$ cat config.mk
export PLATFORM = sky130hd
export DESIGN_NAME = spi_controller
export DESIGN_NICKNAME = d
export VERILOG_FILES = /design/src/rtl/spi_pkg.sv /design/src/rtl/spi_phase_timer.sv /design/src/rtl/spi_controller.sv
export SDC_FILE = /design/constraint.sdc
export NUM_CORES = 1
export LEC_CHECK = 0
export CORE_ASPECT_RATIO = 0.7
export CORE_MARGIN = 3
export CORE_UTILIZATION = 51
export DETAILED_ROUTE_END_ITERATION = 16
export GPL_TIMING_DRIVEN = 0
export PLACE_DENSITY = 0.8
export SLEW_MARGIN = 30
export SYNTH_ARGS = -nofsm -noshare
export SYNTH_HDL_FRONTEND = slang
export SYNTH_SLANG_ARGS = --single-unit
$ cat constraint.sdc
create_clock -name clk -period 3.2 [get_ports clk]
set_input_delay 0.64 -clock clk [delete_from_list [all_inputs] [get_ports clk]]
set_output_delay 0.64 -clock clk [all_outputs]
set_load 0.02 [all_outputs]
$ cat src/rtl/spi_pkg.sv
// Shared definitions for the SPI register-write initiator: frame size,
// target register map, FSM state encoding and the debug view of the controller.
package spi_pkg;

  localparam int FRAME_BITS = 16;

  localparam logic [6:0] EN_OUT_7_0  = 7'h00;
  localparam logic [6:0] EN_OUT_15_8 = 7'h01;
  localparam logic [6:0] EN_PWM_7_0  = 7'h02;
  localparam logic [6:0] EN_PWM_15_8 = 7'h03;
  localparam logic [6:0] PWM_DUTY    = 7'h04;

  typedef enum logic [2:0] {
    ST_IDLE  = 3'd0,
    ST_LEAD  = 3'd1,
    ST_SHIFT = 3'd2,
    ST_TRAIL = 3'd3,
    ST_GAP   = 3'd4
  } spi_state_e;

  typedef struct packed {
    spi_state_e                state;
    logic [FRAME_BITS-1:0]     rx;
    logic [3:0]                bit_cnt;
  } spi_dbg_t;

endpackage

$ cat src/rtl/spi_phase_timer.sv
// Loadable 8-bit down-counter shared by every phase of a frame; expire is
// high while the count sits at zero, i.e. on the last cycle of a phase.
module spi_phase_timer (
  input  logic       clk,
  input  logic       rst,
  input  logic       load,
  input  logic [7:0] len,
  output logic       expire
);

  logic [7:0] cnt_q;
  logic [7:0] cnt_d;

  always_comb begin
    cnt_d = cnt_q;
    if (load) begin
      cnt_d = len;
    end else if (cnt_q != 8'd0) begin
      cnt_d = cnt_q - 8'd1;
    end
  end

  always_ff @(posedge clk) begin
    if (rst) begin
      cnt_q <= 8'd0;
    end else begin
      cnt_q <= cnt_d;
    end
  end

  assign expire = (cnt_q == 8'd0);

endmodule

$ cat src/rtl/spi_controller.sv
// Mode-0 SPI initiator for 16-bit register-write frames with programmable
// chip-select lead/trail/gap timing; also captures cipo for readable targets.
module spi_controller
  import spi_pkg::*;
#(
  parameter int CLK_DIV  = 4,
  parameter int CS_LEAD  = 4,
  parameter int CS_TRAIL = 4,
  parameter int CS_GAP   = 4
) (
  input  logic       clk,
  input  logic       rst,
  input  logic       cmd_valid,
  output logic       cmd_ready,
  input  logic       cmd_write,
  input  logic [6:0] cmd_addr,
  input  logic [7:0] cmd_data,
  output logic       busy,
  output logic       done,
  output logic [7:0] rdata,
  output logic       sclk,
  output logic       ncs,
  output logic       copi,
  input  logic       cipo,
  output spi_dbg_t   dbg
);

  if (CLK_DIV < 3 || CLK_DIV > 255) begin : g_bad_clk_div
    $error("CLK_DIV must be in 3..255");
  end
  if (CS_LEAD < 3 || CS_LEAD > 255) begin : g_bad_cs_lead
    $error("CS_LEAD must be in 3..255");
  end
  if (CS_TRAIL < 3 || CS_TRAIL > 255) begin : g_bad_cs_trail
    $error("CS_TRAIL must be in 3..255");
  end
  if (CS_GAP < 1 || CS_GAP > 255) begin : g_bad_cs_gap
    $error("CS_GAP must be in 1..255");
  end

  localparam logic [7:0] LEN_DIV   = 8'(CLK_DIV - 1);
  localparam logic [7:0] LEN_LEAD  = 8'(CS_LEAD - 1);
  localparam logic [7:0] LEN_TRAIL = 8'(CS_TRAIL - 1);
  localparam logic [7:0] LEN_GAP   = 8'(CS_GAP - 1);

  // Handshake: a command transfers on any cycle where cmd_valid and cmd_ready
  // are both high; cmd_ready is high only in IDLE, and the command fields are
  // not looked at on any other cycle.

  spi_state_e            state_q, state_d;
  logic [FRAME_BITS-1:0] frame_q, frame_d;
  logic [FRAME_BITS-1:0] rx_q, rx_d;
  logic [3:0]            bit_q, bit_d;
  logic                  sclk_q, sclk_d;
  logic                  ncs_q, ncs_d;
  logic                  copi_q, copi_d;
  logic                  done_q, done_d;
  logic [7:0]            rdata_q, rdata_d;
  logic                  tmr_load;
  logic [7:0]            tmr_len;
  logic                  tmr_expire;

  spi_phase_timer u_timer (
    .clk    (clk),
    .rst    (rst),
    .load   (tmr_load),
    .len    (tmr_len),
    .expire (tmr_expire)
  );

  always_comb begin
    state_d  = state_q;
    frame_d  = frame_q;
    rx_d     = rx_q;
    bit_d    = bit_q;
    sclk_d   = sclk_q;
    ncs_d    = ncs_q;
    copi_d   = copi_q;
    done_d   = 1'b0;
    rdata_d  = rdata_q;
    tmr_load = 1'b0;
    tmr_len  = 8'd0;
    case (state_q)
      ST_IDLE: begin
        if (cmd_valid) begin
          frame_d  = {cmd_write, cmd_addr, cmd_data};
          copi_d   = cmd_write;
          ncs_d    = 1'b0;
          sclk_d   = 1'b0;
          bit_d    = 4'd0;
          state_d  = ST_LEAD;
          tmr_load = 1'b1;
          tmr_len  = LEN_LEAD;
        end
      end
      ST_LEAD: begin
        if (tmr_expire) begin
          sclk_d   = 1'b1;
          state_d  = ST_SHIFT;
          tmr_load = 1'b1;
          tmr_len  = LEN_DIV;
        end
      end
      ST_SHIFT: begin
        // sclk_q tells which half of the bit we are in.
        if (tmr_expire && sclk_q) begin
          rx_d   = {rx_q[FRAME_BITS-2:0], cipo};
          sclk_d = 1'b0;
          tmr_load = 1'b1;
          if (bit_q == 4'(FRAME_BITS - 1)) begin
            state_d = ST_TRAIL;
            tmr_len = LEN_TRAIL;
          end else begin
            frame_d = frame_q << 1;
            copi_d  = frame_q[FRAME_BITS-2];
            bit_d   = bit_q + 4'd1;
            tmr_len = LEN_DIV;
          end
        end else if (tmr_expire) begin
          sclk_d   = 1'b1;
          tmr_load = 1'b1;
          tmr_len  = LEN_DIV;
        end
      end
      ST_TRAIL: begin
        if (tmr_expire) begin
          ncs_d    = 1'b1;
          copi_d   = 1'b0;
          done_d   = 1'b1;
          rdata_d  = rx_q[7:0];
          state_d  = ST_GAP;
          tmr_load = 1'b1;
          tmr_len  = LEN_GAP;
        end
      end
      ST_GAP: begin
        if (tmr_expire) begin
          state_d = ST_IDLE;
        end
      end
      default: state_d = ST_IDLE;
    endcase
  end

  always_ff @(posedge clk) begin
    if (rst) begin
      state_q <= ST_IDLE;
      frame_q <= '0;
      rx_q    <= '0;
      bit_q   <= 4'd0;
      sclk_q  <= 1'b0;
      ncs_q   <= 1'b1;
      copi_q  <= 1'b0;
      done_q  <= 1'b0;
      rdata_q <= 8'd0;
    end else begin
      state_q <= state_d;
      frame_q <= frame_d;
      rx_q    <= rx_d;
      bit_q   <= bit_d;
      sclk_q  <= sclk_d;
      ncs_q   <= ncs_d;
      copi_q  <= copi_d;
      done_q  <= done_d;
      rdata_q <= rdata_d;
    end
  end

  assign cmd_ready = (state_q == ST_IDLE);
  assign busy      = ~cmd_ready;
  assign done      = done_q;
  assign rdata     = rdata_q;
  assign sclk      = sclk_q;
  assign ncs       = ncs_q;
  assign copi      = copi_q;
  assign dbg       = '{state: state_q, rx: rx_q, bit_cnt: bit_q};

endmodule

; ---- Yosys cells after proc, flatten, opt, wreduce, memory -nomap -nowiden
; Index checks and enable logic that the tools add are counted.
[op_classes]
n_addsub = 2
mul = 0
n_div = 0
magnitude_cmp = 0
eq_ne = 12
n_shift = 0
n_mux = 36
bitwise_logic = 2
n_reduce_logical = 18
[ops]
columns = operator, n
row1 = $mux W15, 3
row2 = $pmux W15 S2, 1
row3 = $mux W8, 3
row4 = $pmux W8 S3, 1
row5 = $mux W3, 6
row6 = $pmux W3 S5, 1
row7 = $ne A2 B2 Y1 const B, 7
row8 = $mux W4, 3
row9 = $mux W1, 11
row10 = $pmux W1 S3, 3
row11 = $logic_not A8 Y1, 1
row12 = $pmux W4 S2, 1
row13 = $reduce_bool A8 Y1, 1
row14 = $sub A8 B1 Y8 const B, 1
row15 = $eq A3 B2 Y1 const B, 2
row16 = $reduce_and A2 Y1, 3
row17 = $reduce_and A6 Y1, 1
row18 = $reduce_bool A2 Y1, 3
row19 = $reduce_bool A3 Y1, 2
row20 = $reduce_and A5 Y1, 1
row21 = $add A4 B1 Y4 const B, 1
row22 = $eq A4 B4 Y1 const B, 1
row23 = $mux W2, 2
row24 = $reduce_and A4 Y1, 1
row25 = 8 further kinds, 10
[word_totals]
register_bits = 58
latch_bits = 0
mem_bits_rw = 0
romBits = 0
input_bits = 20
output_inout_bits = 37
word_cells = 80
mem_count = 0

; ---- Depth between registers and ports, before layout
; Gate-level depths: netlist of the first run.
[depth]
depth_word = 5
ltp_mapped = 11
ltp_nobuf = 10

; ---- Modules after synthesis
; Synthesis of the first run repeated with hierarchy kept, for this count alone.
[unflattened]
hier_cells = 309
hier_area_um2 = 2641.3
[by_module_without_submodules]
columns = mod, n_inst, cells_per_inst, area_each_um2, seq_area_each_um2
row1 = spi_controller, 1, 256, 2165.8, 1001.0
row2 = spi_phase_timer, 1, 53, 475.5, 160.2

; ---- Worst setup path after synthesis of the first run
; Ideal clock, no wire load.
[synth_timing]
path_kind = flip-flop to flip-flop
start = reg u_timer.cnt_q[0]
end = reg u_timer.cnt_q[2]
setup_ns = 0.139
arrival_time_ns = 2.676
t_required_ns = 3.061
slack_ns = 0.385
path_stages_with_launch = 12
path_buffers = 2
synth_period_minus_slack_ns = 2.815
path_cell_list = dfxtp_1 > inv_1 > ha_1 > or3b_1 > dlymetal6s2s_1 > nor2_2 > ha_1 > nor4bb_1 > clkbuf_1 > a21oi_1 > o31ai_1 > nor2_1
[synth_between]
elab_chain_cells = 5
elab_cells_between_ends = 10
classes_between = 1 x add/sub / 5 x mux / 4 x reduce/logical
[synth_lines]
columns = element, line_no
row1 = "start, declared", spi_phase_timer.sv:11  ; logic [7:0] cnt_q;
row2 = "start signal, assigned", spi_phase_timer.sv:27  ; cnt_q <= cnt_d;
row3 = branches (longest 5 deep; another with $sub A8 B1 Y8), --
; Parallel ways; which one is timed is not known. The select of a mux whose other input is x is not followed.
; A chain may end at the register's enable or synchronous reset.

; ---- Worst setup path in the final report of the first run
[layout_timing]
start = reg u_timer.cnt_q[0]
end = reg u_timer.cnt_q[7]
; The elaborated chain is that of the path after synthesis.

==> reports/results.tsv, run 1 <==
metric	value	unit
outcome	finished, final reports clean	
number of setup buffers added after CTS	0	
total DRC errors in the routed layout	0	
count leader, synth	sky130_fd_sc_hd__dfxtp_1	
required time at the worst-slack endpoint	3.42	ns
vertical die dimension	66.7	um
Crit Path Category	flip-flop to flip-flop	
total area of multi-input combinational cells	1370	um^2
fraction of registers with async set/reset	0	%
core area	4910	um^2
footprint of the flip-flops and latches	1160	um^2
transition time at the pin with the least slew margin	0.583	ns
sw frac	39.5	%
flip-flop cell with the highest count after synthesis	sky130_fd_sc_hd__dfxtp_1	
sort of element at the end of the critical path	flip-flop	
highest-delay cell along the critical path	sky130_fd_sc_hd__or3b_1	
sort of element at the start of the critical path	flip-flop	
internal power consumption	1.80	mW
total detailed-routing wirelength	6750	um
post-layout utilization of the core	72.2	%
post-synthesis instance area	2680	um^2
H-Tree Depth	3	
fraction of post-synthesis cell area in the top cell type by area	43.3	%
input/output buffers	55	
proportion of synthesized area in mux cells	8.21	%
sequential-to-total area share from yosys stat	43.3	%
setup violators final	0	
maximum count of clock buffers along a single path	2	
library cells used by synthesis	47	
final critical-path required period	3.01	ns
sequential share of power	32.9	%
I/O pin count	57	
largest fanout of any net on the critical path	10	
initial core utilization	54.6	%
residual antenna-violating net count after detailed routing	0	
P&R area growth vs syn	32.2	%
max_cap viols	0	
pre-CTS setup slack	-0.290	ns
filler instances	377	
Clock Pin Slew Worst Setup and Hold Paths	0.07	ns
post-route worst setup slack	0.191	ns
worst relative slew slack	61.0	%
final net count	391	
critical path buffer and inverter count	3	
clk sink count	58	
setup repair after global routing missed its margin	no	
syn_nets	325	
upper clock frequency limit	332	MHz
vias post-DR	2404	
area of the die	6180	um^2
Synth Area in Compound Gates	19.9	%
CTS Root Cell	sky130_fd_sc_hd__clkbuf_8	
# diodes	0	
via count of the first global-routing pass	2337	
synth top area cells	sky130_fd_sc_hd__dfxtp_1 43%, sky130_fd_sc_hd__mux2i_1 8.2%, sky130_fd_sc_hd__a21oi_1 7.1%	
Crit path arrival time	3.23	ns
combinational family with the most area after synthesis	compound AO/OA/AOI/OAI gates	
number of synthesized flops with an enable pin	0	
initial detailed-routing violation count	149	
antenna violations before repair	0	
Total Routing Usage GR	23.7	%
post-route non-filler standard cell count	440	
number of detailed-routing iterations run before antenna repair	4	
Post-Route Setup TNS	0	ns
Worst Hold Margin	0.466	ns
adder-cell share of the synthesized area	2.33	%
Comb pwr share	44.1	%
crit-path max cell delay	0.41	ns
wire length of the first global-routing pass	11400	um
cell type with the largest total area after synthesis	sky130_fd_sc_hd__dfxtp_1	
post-synthesis xor/xnor area fraction	2.94	%
net load switching power	1.18	mW
final count of hold timing violations	0	
Simple-Gate Fraction of Synth Area	16.9	%
total half-perimeter wirelength after legalization and detailed placement	4800	um
maximum vdd ir drop	356	uV
Pwr per Cell Area	840	nW/um^2
TritonCTS buffer count	9	
maximum number of pins on one net before global-route repair	13	
ratio of cells with drive above 1 in the final layout	9.70	%
chain of cells forming the critical path	inv_1, ha_1, or3b_1, dlymetal6s2s_1, nor2_4, ha_1, nor4bb_1, clkbuf_4, a21oi_1, o31ai_4, nor2_1	
Die X	92.7	um
skew final	0.00799	ns
cell row count	21	
clock latency at the later pin of the worst-skew pair	0.35	ns
Leak	1.23	nW
CTS tree	done	
cell repeated most along the worst path	sky130_fd_sc_hd__ha_1	
total gr overflow	0	
fin. max-slew vios	0	
top cells by count, synth	58 x sky130_fd_sc_hd__dfxtp_1, 38 x sky130_fd_sc_hd__a21oi_1, 38 x sky130_fd_sc_hd__nand2_1	
vias per std cell	5.46	
crit share post-route	94.0	%
wire length per cell after detailed routing	15.3	um
routability-driven placement congestion ratio	0.888	
post-placement cell count	424	
Synth Area per Inst	8.94	um^2
clock network fraction of total power	23.0	%
flip-flop and latch count after synthesis	58	
Hold Path Class	flip-flop to flip-flop	
count of warnings emitted by yosys	0	
gate count of the mapped netlist	300	
Worst path top cell family by delay	simple AND/OR/NAND/NOR gates	
metrics by stage:
stage | power [mW] | instance area, um^2
2_1_floorplan | 1.93 | 2680
3_3_place_gp | 2.22 | 3320
3_5_place_dp | 2.26 | 3320
4_1_cts | 2.97 | 3540
5_1_grt | 3.19 | 3550
6_report | 2.98 | 3550
power by group through the flow:
| stage | Clock [mW] | Sequential, mW | Combinational (mW) |
|---|---|---|---|
| final | 0.687 | 0.980 | 1.31 |
| after global routing | 0.731 | 1.00 | 1.45 |
| after CTS | 0.696 | 0.977 | 1.29 |
| after detailed placement | 0 | 0.993 | 1.27 |
| after global placement | 0 | 0.988 | 1.23 |
| after floorplan | 0 | 0.999 | 0.934 |
per-layer routing:
| metal | vias up | track usage [%] | wire length, um |
|---|---|---|---|
| li1 | 1199 | - | - |
| met1 | 1123 | 33.0 | 3320 |
| met2 | 75 | 35.3 | 2940 |
| met3 | 7 | 8.24 | 426 |
| met4 | 0 | 5.48 | 59 |
| met5 | - | 0 | 0 |
area by class of cell:
cell class              count  share of cell area [%]
clock inverters             7                    2.22
repair buffers             55                    15.5
flip-flops and latches     58                    32.7
plain buffers              20                    4.13
clock buffers               9                    3.49
multi-input cells         213                    38.5
well taps                  69                    2.43
inverters                   9                   0.952
tightest hold or removal path: stages (launching register included):
cell	delay, ns
sky130_fd_sc_hd__dfxtp_1	0.32
sky130_fd_sc_hd__nand2_1	0.05
sky130_fd_sc_hd__a21oi_1	0.05
cell usage in the layout, fill, tap and decap left out, types with 2 or more instances in the layout:
| cell type | Yosys | final |
|---|---|---|
| sky130_fd_sc_hd__o21ai_0 | 8 | 8 |
| sky130_fd_sc_hd__nor3_1 | 8 | 8 |
| sky130_fd_sc_hd__dfxtp_1 | 58 | 58 |
| sky130_fd_sc_hd__a311oi_1 | 2 | 2 |
| sky130_fd_sc_hd__nor2b_1 | 3 | 3 |
| sky130_fd_sc_hd__nand2_1 | 38 | 38 |
| sky130_fd_sc_hd__buf_6 | 3 | 3 |
| sky130_fd_sc_hd__nor2_1 | 23 | 23 |
| sky130_fd_sc_hd__nor3b_1 | 2 | 2 |
| sky130_fd_sc_hd__clkbuf_1 | 10 | 7 |
| sky130_fd_sc_hd__a21boi_0 | 3 | 3 |
| sky130_fd_sc_hd__inv_1 | 9 | 9 |
| sky130_fd_sc_hd__buf_2 | 3 | 3 |
| sky130_fd_sc_hd__a21oi_1 | 38 | 38 |
| sky130_fd_sc_hd__clkbuf_2 | 0 | 2 |
| sky130_fd_sc_hd__clkinv_4 | 0 | 2 |
| sky130_fd_sc_hd__nand3_1 | 4 | 4 |
| sky130_fd_sc_hd__xor2_1 | 6 | 6 |
| sky130_fd_sc_hd__mux2i_1 | 22 | 22 |
| sky130_fd_sc_hd__a31oi_1 | 2 | 2 |
| sky130_fd_sc_hd__clkinvlp_4 | 0 | 3 |
| sky130_fd_sc_hd__clkdlybuf4s50_1 | 0 | 55 |
| sky130_fd_sc_hd__a211oi_1 | 14 | 14 |
| sky130_fd_sc_hd__clkbuf_8 | 3 | 12 |
| sky130_fd_sc_hd__nand2b_1 | 2 | 2 |
| sky130_fd_sc_hd__o211ai_1 | 3 | 3 |
| sky130_fd_sc_hd__xnor2_1 | 3 | 3 |
| sky130_fd_sc_hd__a2bb2oi_1 | 3 | 3 |
| sky130_fd_sc_hd__nand4_1 | 2 | 2 |
| sky130_fd_sc_hd__o31ai_1 | 3 | 2 |
| sky130_fd_sc_hd__ha_1 | 5 | 5 |
path summary, 6_finish.rpt:
path | cells past startpoint | endpoint | slack (ns) | startpoint
worst max-delay path | 11 | u_timer.cnt_q[7] | 0.19 | u_timer.cnt_q[0]
worst min-delay path | 2 | rx_q[15] | 0.47 | rx_q[15]
worst max register to register | 11 | u_timer.cnt_q[7] | 0.19 | u_timer.cnt_q[0]
worst min register to register | 2 | rx_q[15] | 0.47 | rx_q[15]
logic make-up (layout without fill, tap and decap cells):
| kind of cell | count (synthesis) | count (layout) |
|---|---|---|
| AOI/OAI and AO/OA | 82 | 82 |
| xor gates and xnor gates | 9 | 9 |
| adders and majority gates | 5 | 5 |
| buffers and inverters | 29 | 100 |
| DFF | 58 | 58 |
| muxes | 22 | 22 |
| and+or+nand+nor | 95 | 95 |
state kept, by name (all words and copies together) (netlist names):
register       count
ncs                1
rdata              8
copi               1
done               1
bit_q              4
state_q            3
frame_q           15
u_timer.cnt_q      8
rx_q              16
sclk               1
what timing repair did:
item | CTS | global route
hold buffers | 0 | 0
pin swaps | 0 | 1
cloned | 0 | 0
gates resized for setup | 3 | 7
setup endpoints to repair | 7 | 24
Power figures use the tool's default switching activity.
==> run 2: changes to the inputs <==
--- a/config.mk
+++ b/config.mk
@@ -5,6 +5,7 @@
 export SDC_FILE = /design/constraint.sdc
 export NUM_CORES = 1
 export LEC_CHECK = 0
+export CAP_MARGIN = 20
 export CORE_ASPECT_RATIO = 0.7
 export CORE_MARGIN = 3
 export CORE_UTILIZATION = 51
==> results of run 2 <==
Final layout, timing and power as in run 1 (identical DEF).
==> run 3: changes to the inputs <==
--- a/config.mk
+++ b/config.mk
@@ -7,7 +7,7 @@
 export LEC_CHECK = 0
 export CAP_MARGIN = 20
 export CORE_ASPECT_RATIO = 0.7
-export CORE_MARGIN = 3
+export CORE_MARGIN = 4
 export CORE_UTILIZATION = 51
 export DETAILED_ROUTE_END_ITERATION = 16
 export GPL_TIMING_DRIVEN = 0
==> reports/results.tsv, run 3 (synthesized netlist as in run 1, its figures left out) <==
metric	value	unit
outcome	finished, final reports clean	
# diodes	0	
setup violators final	0	
area of placed instances	3320	um^2
area of all placed cells without fillers	3520	um^2
TritonCTS buffer count	9	
final critical-path required period	2.92	ns
routability-driven placement congestion ratio	0.854	
Pwr per Cell Area	840	nW/um^2
register bank with the most flops	rx_q	
skew final	0.00575	ns
vias per std cell	5.50	
transition time at the pin with the least slew margin	0.638	ns
startpoint of the worst setup timing path	u_timer.cnt_q[0]	
I/O pin count	57	
fin. max-slew vios	0	
most common cell after layout, fill and taps aside	sky130_fd_sc_hd__dfxtp_1	
P&R area growth vs syn	31.4	%
upper clock frequency limit	342	MHz
antenna violations before repair	0	
maximum count of clock buffers along a single path	2	
worst reg-to-reg setup slack	0.28	ns
Top Registers	rx_q: 16 flops, frame_q: 15 flops	
H-Tree Depth	3	
total DRC errors in the routed layout	0	
worst relative slew slack	57.2	%
crit share post-route	91.3	%
vias post-DR	2415	
maximum vdd ir drop	352	uV
final net count	390	
vertical die dimension	68.7	um
top library cells by usage in the layout, fill and taps aside	58 x sky130_fd_sc_hd__dfxtp_1, 55 x sky130_fd_sc_hd__clkdlybuf4s50_1, 38 x sky130_fd_sc_hd__nand2_1, 38 x sky130_fd_sc_hd__a21oi_1, 23 x sky130_fd_sc_hd__nor2_1	
total gr overflow	0	
sort of element at the start of the critical path	flip-flop	
sort of element at the end of the critical path	flip-flop	
residual antenna-violating net count after detailed routing	0	
max_cap viols	0	
initial core utilization	54.3	%
CTS tree	done	
input/output buffers	55	
Leak	1.22	nW
Worst Hold Margin	0.482	ns
total detailed-routing wirelength	6780	um
largest fanout of any net on the critical path	11	
Die X	94.7	um
post-layout utilization of the core	71.4	%
maximum number of pins on one net before global-route repair	12	
Total Routing Usage GR	23.4	%
CTS Root Cell	sky130_fd_sc_hd__clkbuf_8	
Crit path arrival time	3.14	ns
setup repair after global routing missed its margin	no	
clk sink count	58	
cell row count	21	
Crit Path Category	flip-flop to flip-flop	
Hold Path Class	flip-flop to flip-flop	
final count of hold timing violations	0	
launch instance of the worst min-delay path	rx_q[12]	
total half-perimeter wirelength after legalization and detailed placement	4840	um
initial detailed-routing violation count	130	
reg-to-reg startpoint	u_timer.cnt_q[0]	
ratio of cells with drive above 1 in the final layout	9.46	%
via count of the first global-routing pass	2368	
core area	4940	um^2
max FFs per register	16	
required time at the worst-slack endpoint	3.42	ns
wire length of the first global-routing pass	11400	um
Clock Pin Slew Worst Setup and Hold Paths	0.07	ns
clock latency at the later pin of the worst-skew pair	0.34	ns
wire length per cell after detailed routing	15.4	um
area of the die	6500	um^2
number of detailed-routing iterations run before antenna repair	4	
-- run 3: per-stage QoR --
step                      TNS [ns]  setup slack (ns)  cells  power (mW)
final                            0             0.279    439        2.96
after global routing             0            0.0909    439        3.16
after CTS                        0            0.0539    440        2.95
after detailed placement     -1.81            -0.313    424        2.27
after global placement       -1.00            -0.170    424        2.22
after floorplan                  0             0.385    300        1.93
-- run 3: final cells by class --
cell class / instances / area, um^2
well taps: 69 / 86.3
flip-flops and latches: 58 / 1160
multi-input cells: 213 / 1370
fillers: 407 / 1420
clock buffers: 10 / 128
plain buffers: 19 / 131
clock inverters: 6 / 67.6
repair buffers: 55 / 551
inverters: 9 / 33.8
-- run 3: what timing repair did --
action | 4_1_cts | 5_1_grt
endpoints found under the setup margin | 6 | 26
hold buffers | 0 | 0
pin swaps | 0 | 1
buffers inserted | 0 | 0
hold endpoints to repair | 0 | 0
resized for setup | 2 | 8
-- run 3: final timing paths --
check / to / cells past startpoint
setup / recovery: u_timer.cnt_q[7] / 10
hold / removal: rx_q[13] / 2
setup reg to reg: u_timer.cnt_q[7] / 10
hold reg to reg: rx_q[13] / 2
-- run 3: layer usage --
metal	share of wire (%)	wire [um]	up-vias	GRT usage, %
met2	44	2970	67	34.9
met4	0.97	66	0	7.01
met3	6.0	404	11	9.00
met1	49	3340	1133	31.3
met5	0	0	-	0
li1	-	-	1204	-
-- run 3: critical path, cell delays in order, from the launching register on --
cell and delay [ns]:
sky130_fd_sc_hd__dfxtp_1 0.31, sky130_fd_sc_hd__inv_1 0.11, sky130_fd_sc_hd__ha_1 0.18, sky130_fd_sc_hd__or3b_1 0.56, sky130_fd_sc_hd__nor2_4 0.22, sky130_fd_sc_hd__ha_1 0.27, sky130_fd_sc_hd__nor4bb_1 0.28, sky130_fd_sc_hd__buf_2 0.24
sky130_fd_sc_hd__a21oi_1 0.10, sky130_fd_sc_hd__o31ai_4 0.41, sky130_fd_sc_hd__nor2_1 0.10
-- run 3: power by group --
part | switching [mW] | internal, mW | total [mW]
clock network | 0.304 | 0.360 | 0.664
logic | 0.744 | 0.565 | 1.31
registers | 0.128 | 0.858 | 0.986
total | 1.18 | 1.78 | 2.96
